### src/rtl/round_judge_pkg.sv
// Shared scoring definitions: move and result encodings, and the round FSM states.
// Result encodings are also consumed by scoreupdate.
package round_judge_pkg;

  localparam logic [1:0] MOVE_NONE     = 2'b00;
  localparam logic [1:0] MOVE_ROCK     = 2'b01;
  localparam logic [1:0] MOVE_PAPER    = 2'b10;
  localparam logic [1:0] MOVE_SCISSORS = 2'b11;

  // bit0 marks a decisive result
  localparam logic [1:0] RES_NONE  = 2'b00;
  localparam logic [1:0] RES_P1WIN = 2'b01;
  localparam logic [1:0] RES_DRAW  = 2'b10;
  localparam logic [1:0] RES_P2WIN = 2'b11;

  typedef enum logic [1:0] {
    ST_IDLE    = 2'd0,
    ST_COLLECT = 2'd1,
    ST_JUDGE   = 2'd2,
    ST_HOLD    = 2'd3
  } state_e;

  function automatic int max_int(input int a, input int b);
    return (a > b) ? a : b;
  endfunction

endpackage

### src/rtl/round_judge_timer.sv
// Loadable down-counter that saturates at zero; reused for the collect timeout and the hold time.
module round_timer #(
  parameter int W = 3
) (
  input  logic         clk,
  input  logic         resetn,
  input  logic         i_load,
  input  logic [W-1:0] i_load_val,
  input  logic         i_en,
  output logic         o_zero
);

  logic [W-1:0] r_count;

  // load wins over decrement; the count parks at zero instead of wrapping
  always_ff @(posedge clk or negedge resetn) begin
    if (!resetn) begin
      r_count <= '0;
    end else if (i_load) begin
      r_count <= i_load_val;
    end else if (i_en && (r_count != '0)) begin
      r_count <= r_count - 1'b1;
    end
  end

  assign o_zero = (r_count == '0);

endmodule

### src/rtl/round_judge.sv
// One rock-paper-scissors round: arm on start, lock both moves under a timeout,
// judge, then hold the result for a fixed time before accepting another start.
module round_judge
  import round_judge_pkg::*;
#(
  parameter int TIMEOUT_CYCLES = 1000,
  parameter int HOLD_CYCLES    = 4
) (
  input  logic       clk,
  input  logic       resetn,
  input  logic       start,
  input  logic [1:0] p1_move,
  input  logic       p1_lock,
  input  logic [1:0] p2_move,
  input  logic       p2_lock,
  output logic [1:0] matchresult,
  output logic       result_valid,
  output logic       busy,
  output logic       p1_locked,
  output logic       p2_locked,
  output logic       timed_out
);

  localparam int TMR_W = $clog2(max_int(TIMEOUT_CYCLES, HOLD_CYCLES));
  localparam logic [TMR_W-1:0] TO_LOAD   = TMR_W'(TIMEOUT_CYCLES - 1);
  localparam logic [TMR_W-1:0] HOLD_LOAD = TMR_W'(HOLD_CYCLES - 1);

  state_e           r_state;
  state_e           w_next;
  logic [1:0]       r_p1_mv;
  logic [1:0]       r_p2_mv;
  logic             r_p1_locked;
  logic             r_p2_locked;
  logic [1:0]       r_matchresult;
  logic             r_result_valid;
  logic             r_busy;
  logic             r_timed_out;
  logic             w_p1_acc;
  logic             w_p2_acc;
  logic             w_tmr_load;
  logic [TMR_W-1:0] w_tmr_val;
  logic             w_tmr_en;
  logic             w_tmr_zero;

  function automatic logic beats(input logic [1:0] a, input logic [1:0] b);
    return ((a == MOVE_ROCK)     && (b == MOVE_SCISSORS)) ||
           ((a == MOVE_SCISSORS) && (b == MOVE_PAPER))    ||
           ((a == MOVE_PAPER)    && (b == MOVE_ROCK));
  endfunction

  // An absent player forfeits to the one who locked; nobody locking is a draw.
  function automatic logic [1:0] judge_round(input logic [1:0] m1, input logic [1:0] m2,
                                             input logic l1, input logic l2);
    logic [1:0] res;
    if (l1 && l2) begin
      if (m1 == m2)          res = RES_DRAW;
      else if (beats(m1, m2)) res = RES_P1WIN;
      else                    res = RES_P2WIN;
    end else if (l1) begin
      res = RES_P1WIN;
    end else if (l2) begin
      res = RES_P2WIN;
    end else begin
      res = RES_DRAW;
    end
    return res;
  endfunction

  assign w_p1_acc = (r_state == ST_COLLECT) && p1_lock && (p1_move != MOVE_NONE) && !r_p1_locked;
  assign w_p2_acc = (r_state == ST_COLLECT) && p2_lock && (p2_move != MOVE_NONE) && !r_p2_locked;

  round_timer #(.W(TMR_W)) u_timer (
    .clk        (clk),
    .resetn     (resetn),
    .i_load     (w_tmr_load),
    .i_load_val (w_tmr_val),
    .i_en       (w_tmr_en),
    .o_zero     (w_tmr_zero)
  );

  always_ff @(posedge clk or negedge resetn) begin
    if (!resetn) r_state <= ST_IDLE;
    else         r_state <= w_next;
  end

  always_comb begin
    w_next     = r_state;
    w_tmr_load = 1'b0;
    w_tmr_val  = TO_LOAD;
    w_tmr_en   = 1'b0;
    case (r_state)
      ST_IDLE: begin
        if (start) begin
          w_next     = ST_COLLECT;
          w_tmr_load = 1'b1;
        end
      end
      ST_COLLECT: begin
        w_tmr_en = 1'b1;
        // locks sampled on this edge count, even on the expiry edge
        if ((r_p1_locked || w_p1_acc) && (r_p2_locked || w_p2_acc)) w_next = ST_JUDGE;
        else if (w_tmr_zero)                                        w_next = ST_JUDGE;
      end
      ST_JUDGE: begin
        w_next     = ST_HOLD;
        w_tmr_load = 1'b1;
        w_tmr_val  = HOLD_LOAD;
      end
      ST_HOLD: begin
        w_tmr_en = 1'b1;
        if (w_tmr_zero) w_next = ST_IDLE;
      end
      default: w_next = ST_IDLE;
    endcase
  end

  always_ff @(posedge clk or negedge resetn) begin
    if (!resetn) begin
      r_p1_mv        <= MOVE_NONE;
      r_p2_mv        <= MOVE_NONE;
      r_p1_locked    <= 1'b0;
      r_p2_locked    <= 1'b0;
      r_matchresult  <= RES_NONE;
      r_result_valid <= 1'b0;
      r_busy         <= 1'b0;
      r_timed_out    <= 1'b0;
    end else begin
      r_result_valid <= (r_state == ST_JUDGE);
      r_busy         <= (w_next != ST_IDLE);
      case (r_state)
        ST_IDLE: begin
          if (start) begin
            r_p1_mv       <= MOVE_NONE;
            r_p2_mv       <= MOVE_NONE;
            r_p1_locked   <= 1'b0;
            r_p2_locked   <= 1'b0;
            r_matchresult <= RES_NONE;
            r_timed_out   <= 1'b0;
          end
        end
        ST_COLLECT: begin
          if (w_p1_acc) begin
            r_p1_mv     <= p1_move;
            r_p1_locked <= 1'b1;
          end
          if (w_p2_acc) begin
            r_p2_mv     <= p2_move;
            r_p2_locked <= 1'b1;
          end
        end
        ST_JUDGE: begin
          r_matchresult <= judge_round(r_p1_mv, r_p2_mv, r_p1_locked, r_p2_locked);
          // JUDGE is only reached without both locks when the timer expired
          r_timed_out   <= !(r_p1_locked && r_p2_locked);
        end
        default: ;
      endcase
    end
  end

  assign matchresult  = r_matchresult;
  assign result_valid = r_result_valid;
  assign busy         = r_busy;
  assign p1_locked    = r_p1_locked;
  assign p2_locked    = r_p2_locked;
  assign timed_out    = r_timed_out;

endmodule
### config.mk
export PLATFORM = sky130hd
export DESIGN_NAME = round_judge
export DESIGN_NICKNAME = d
export VERILOG_FILES = /design/src/rtl/round_judge_pkg.sv /design/src/rtl/round_judge_timer.sv /design/src/rtl/round_judge.sv
export SDC_FILE = /design/constraint.sdc
export NUM_CORES = 1
export LEC_CHECK = 0
export ABC_AREA = 1
export ABC_CLOCK_PERIOD_IN_PS = 4100
export CORE_ASPECT_RATIO = 1.25
export CORE_MARGIN = 4
export CORE_UTILIZATION = 40
export CTS_CLUSTER_DIAMETER = 40
export DETAILED_ROUTE_END_ITERATION = 8
export PLACE_DENSITY = 0.62
export SLEW_MARGIN = 20
export SYNTH_ARGS = -nofsm -noshare
export SYNTH_HDL_FRONTEND = slang
export SYNTH_HIERARCHICAL = 1
export SYNTH_SLANG_ARGS = --single-unit
export TNS_END_PERCENT = 100
### constraint.sdc
create_clock -name clk -period 4.1 [get_ports clk]
set_clock_uncertainty 0.2 [all_clocks]
set_input_delay 0.82 -clock clk [delete_from_list [all_inputs] [get_ports clk]]
set_output_delay 0.82 -clock clk [all_outputs]
set_load 0.01 [all_outputs]
==> results.md <==
- Status: finished clean
- DRT Wirelength: roughly 3000 µm
- Yosys cell types: 27
- Area growth from synthesis to layout: 16.0%
- Drt drc: 0
- Setup-failing EPs final: 0
- 1st-pass router iterations: 4
- Post-layout minimum cycle time: 2.38 ns
- Fin. Hold Viols: 0
- Worst flop-to-flop path startpoint: r_state[0]
- CP Max Fanout: 15
- Synth cell count leaders: nand2_1, inv_1, dfrtp_1, nand3_1, nor2_1
- Leakage power: 0.832 nW
- Share of the synthesized area in the top cell type: 0.399
- Critical path endpoint: u_timer/r_count[5]
- Worst path slowest cell: clkdlybuf4s50_1
- Initial antenna violation count: 0
- Post-route insts no fill: 259
- CTS hold repair buffers: 0
- Post-CTS Setup Repair Bufs: 0
- DRT iter0 DRCs: 58
- Max Cap Violations: 0
- Cell taking the most area after synthesis: dfrtp_1
- CTS HTree Levels: 1
- Data arrival, critical path: 2.35 ns
- Main flop type after synthesis: dfrtp_1
- Worst-path cell chain: clkdlybuf4s50_1 > nand2_4 > nand2_4 > clkinv_1 > nand2_4 > inv_1 > nand2_1 > nand2_1
- PortBufs: 15
- Initial core utilization: 0.415
- R2R depth: 8
- Async S/R FF share, synth: 1.00
- Worst path most repeated cell: nand2_4
- Flop-to-flop setup slack: 2.06 ns
- Io pins: 16
- Vias/cell: roughly 5
- Die area: 4640 µm²
- Top post-synthesis cells by area: dfrtp_1, nand2_1, inv_1, nand3_1, o21ai_2
- Routed length on met2: ~1500 µm
- CTS buffer count: 3
- Fillcell total: 349
- Max-slew violations: 0
- Data required, critical path: a little over 4 ns
- Number of synthesized flops with an enable pin: 0
- Dpl hpwl: around 2400 µm
- Mapped Cells: 202
- Root Driver: clkbuf_8
- CP Launch Point: start
- Post-CTS sizing: 0
- Die height: 75.2 µm
- Nets: 231
- PwrDens: 720 nW/µm²
- CP peak stage delay: 0.50 ns
- Slew @ Worst Pin: 0.509 ns
- Setup slack after layout: roughly 1.7 ns
- Total track usage: 0.153
- VDD IR-drop max: 383 µV
- Post-synthesis sequential area ratio: 0.399
- Vias in the first global route: 1,216
- GRT overflow: 0
- Wire length per cell: 11.5 µm
- Avg Cell Area, Syn: 7.15 µm²
- Most frequent cell after synthesis: nand2_1
- Final Cycle Share: 0.581
- Pre-CTS WS: 1.45 ns
- Ys Warns: 6
- CTS clk-pin slew, worst paths: 0.08 ns
- Sink Count: 23
- Rows: 24
- Largest net degree at the start of global routing: 24
- Placed cell count: 255
- WS Path Type: in -> reg
- Flops & latches, synth: 23
- Post-Route Setup TNS: 0 ns
- Placer Congestion: 0.934
- WL met3: between 100 and 150 µm
- Max Used Layer: met4
- Worst r2r dst: u_timer/r_count[5]
- Max Buffers Root-to-Sink: 2
- DR vias: 1,271
- Setup crit start kind: primary input
- Hold slack: 0.313 ns
- Core Region: between 3000 and 4000 µm²
- Die width: 61.7 µm
- Slew margin rel.: 0.661
- Ant. Diodes: 0
- Worst skew pair latency: around 0.26 ns
- Hold Path Class: in -> async
- Mapped cell area: ~1400 µm²
- Share of layout cells above drive strength 1: 0.123
- RSZ-0062 raised after global routing: no
- Antenna viol nets, final: 0
- Routed metal-1 wirelength: approximately 1300 µm
- Fmax: 420 MHz
- TritonCTS clock tree: built
- CP Capture Type: flip-flop
- Global-route wire length before repair: ~5300 µm
## worst min-delay path by stage
stage,start,end,slack (ns)
2_1_floorplan,u_timer/r_count[8],u_timer/r_count[8],0.30
3_3_place_gp,matchresult[0],matchresult[0],0.32
3_5_place_dp,matchresult[0],matchresult[0],0.31
4_1_cts,matchresult[0],matchresult[0],0.34
5_1_grt,resetn,u_timer/r_count[5],0.35
6_report,resetn,u_timer/r_count[8],0.31
## layout by cell type, fill, tap and decap left out, types with 2 or more instances in the layout
cell and count:
nor2_1 16, o211ai_1 2, nor2_2 2, nand3_1 20, nand4_1 3, dfrtp_1 23
inv_1 28, o21ai_1 3, nand3_2 2, nand2_4 3, clkbuf_8 3, nand2_1 59
inv_2 3, clkdlybuf4s50_1 14, a21oi_1 2, nand3b_1 3, o22ai_1 2, nor2_4 2
nand2_2 3, o21ai_0 9, o21ai_2 7, conb_1 4
## final cells by class
| cell class | instances | area, µm² | share of cell area |
|---|---|---|---|
| Clock inverter | 1 | 7.51 | 0.00448 |
| Multi-Input combinational cell | 146 | 737 | 0.440 |
| Timing Repair Buffer | 15 | 145 | 0.0866 |
| Inverter | 32 | 120 | 0.0717 |
| Clock buffer | 3 | 41.3 | 0.0246 |
| Sequential cell | 23 | 576 | 0.344 |
| Tap cell | 39 | 48.8 | 0.0291 |
## cell families (layout without fill, tap and decap cells)
family                   count (synthesis)  in the layout  share of synthesized area
adder cells (fa/ha/maj)                  1              1                    0.00866
flip-flops                              23             23                      0.399
XOR/XNOR                                 1              1                    0.00607
other                                    2              4                    0.00520
buffers and inverters                   35             51                     0.0962
AND/OR/NAND/NOR                        115            115                      0.375
AO/OA/AOI/OAI                           25             25                      0.110
## flip-flops by register name (all words and copies together) (netlist names)
signal and flops:
busy 1, matchresult 2, p1_locked 1, p2_locked 1, r_p1_mv 2, r_p2_mv 2
r_state 2, result_valid 1, timed_out 1, u_timer/r_count 10
## routing by layer
metal	vias to the layer above	global-route usage
met5	-	0
met4	0	0.0660
met3	8	0.0292
met2	29	0.256
met1	565	0.190
li1	669	-
## critical path, delay by kind of cell
kind	cells	cell delay [ns]
AND/OR/NAND/NOR	5	0.66
buffers and inverters	3	0.86
## metrics by stage
step / cell area, µm² / power (mW) / util
global route: 1680 / 1.34 / 0.481
floorplan: 1450 / 0.894 / -
detailed placement: 1630 / 1.07 / 0.468
global placement: 1630 / 1.07 / 0.468
CTS: 1680 / 1.22 / 0.482
finish: 1680 / 1.21 / 0.481
## report_power, final
part           internal, mW  switching [mW]
registers             0.326          0.0997
clock network        0.0687          0.0746
logic                 0.254           0.383
No activity file was read; power rests on OpenSTA's default activity.
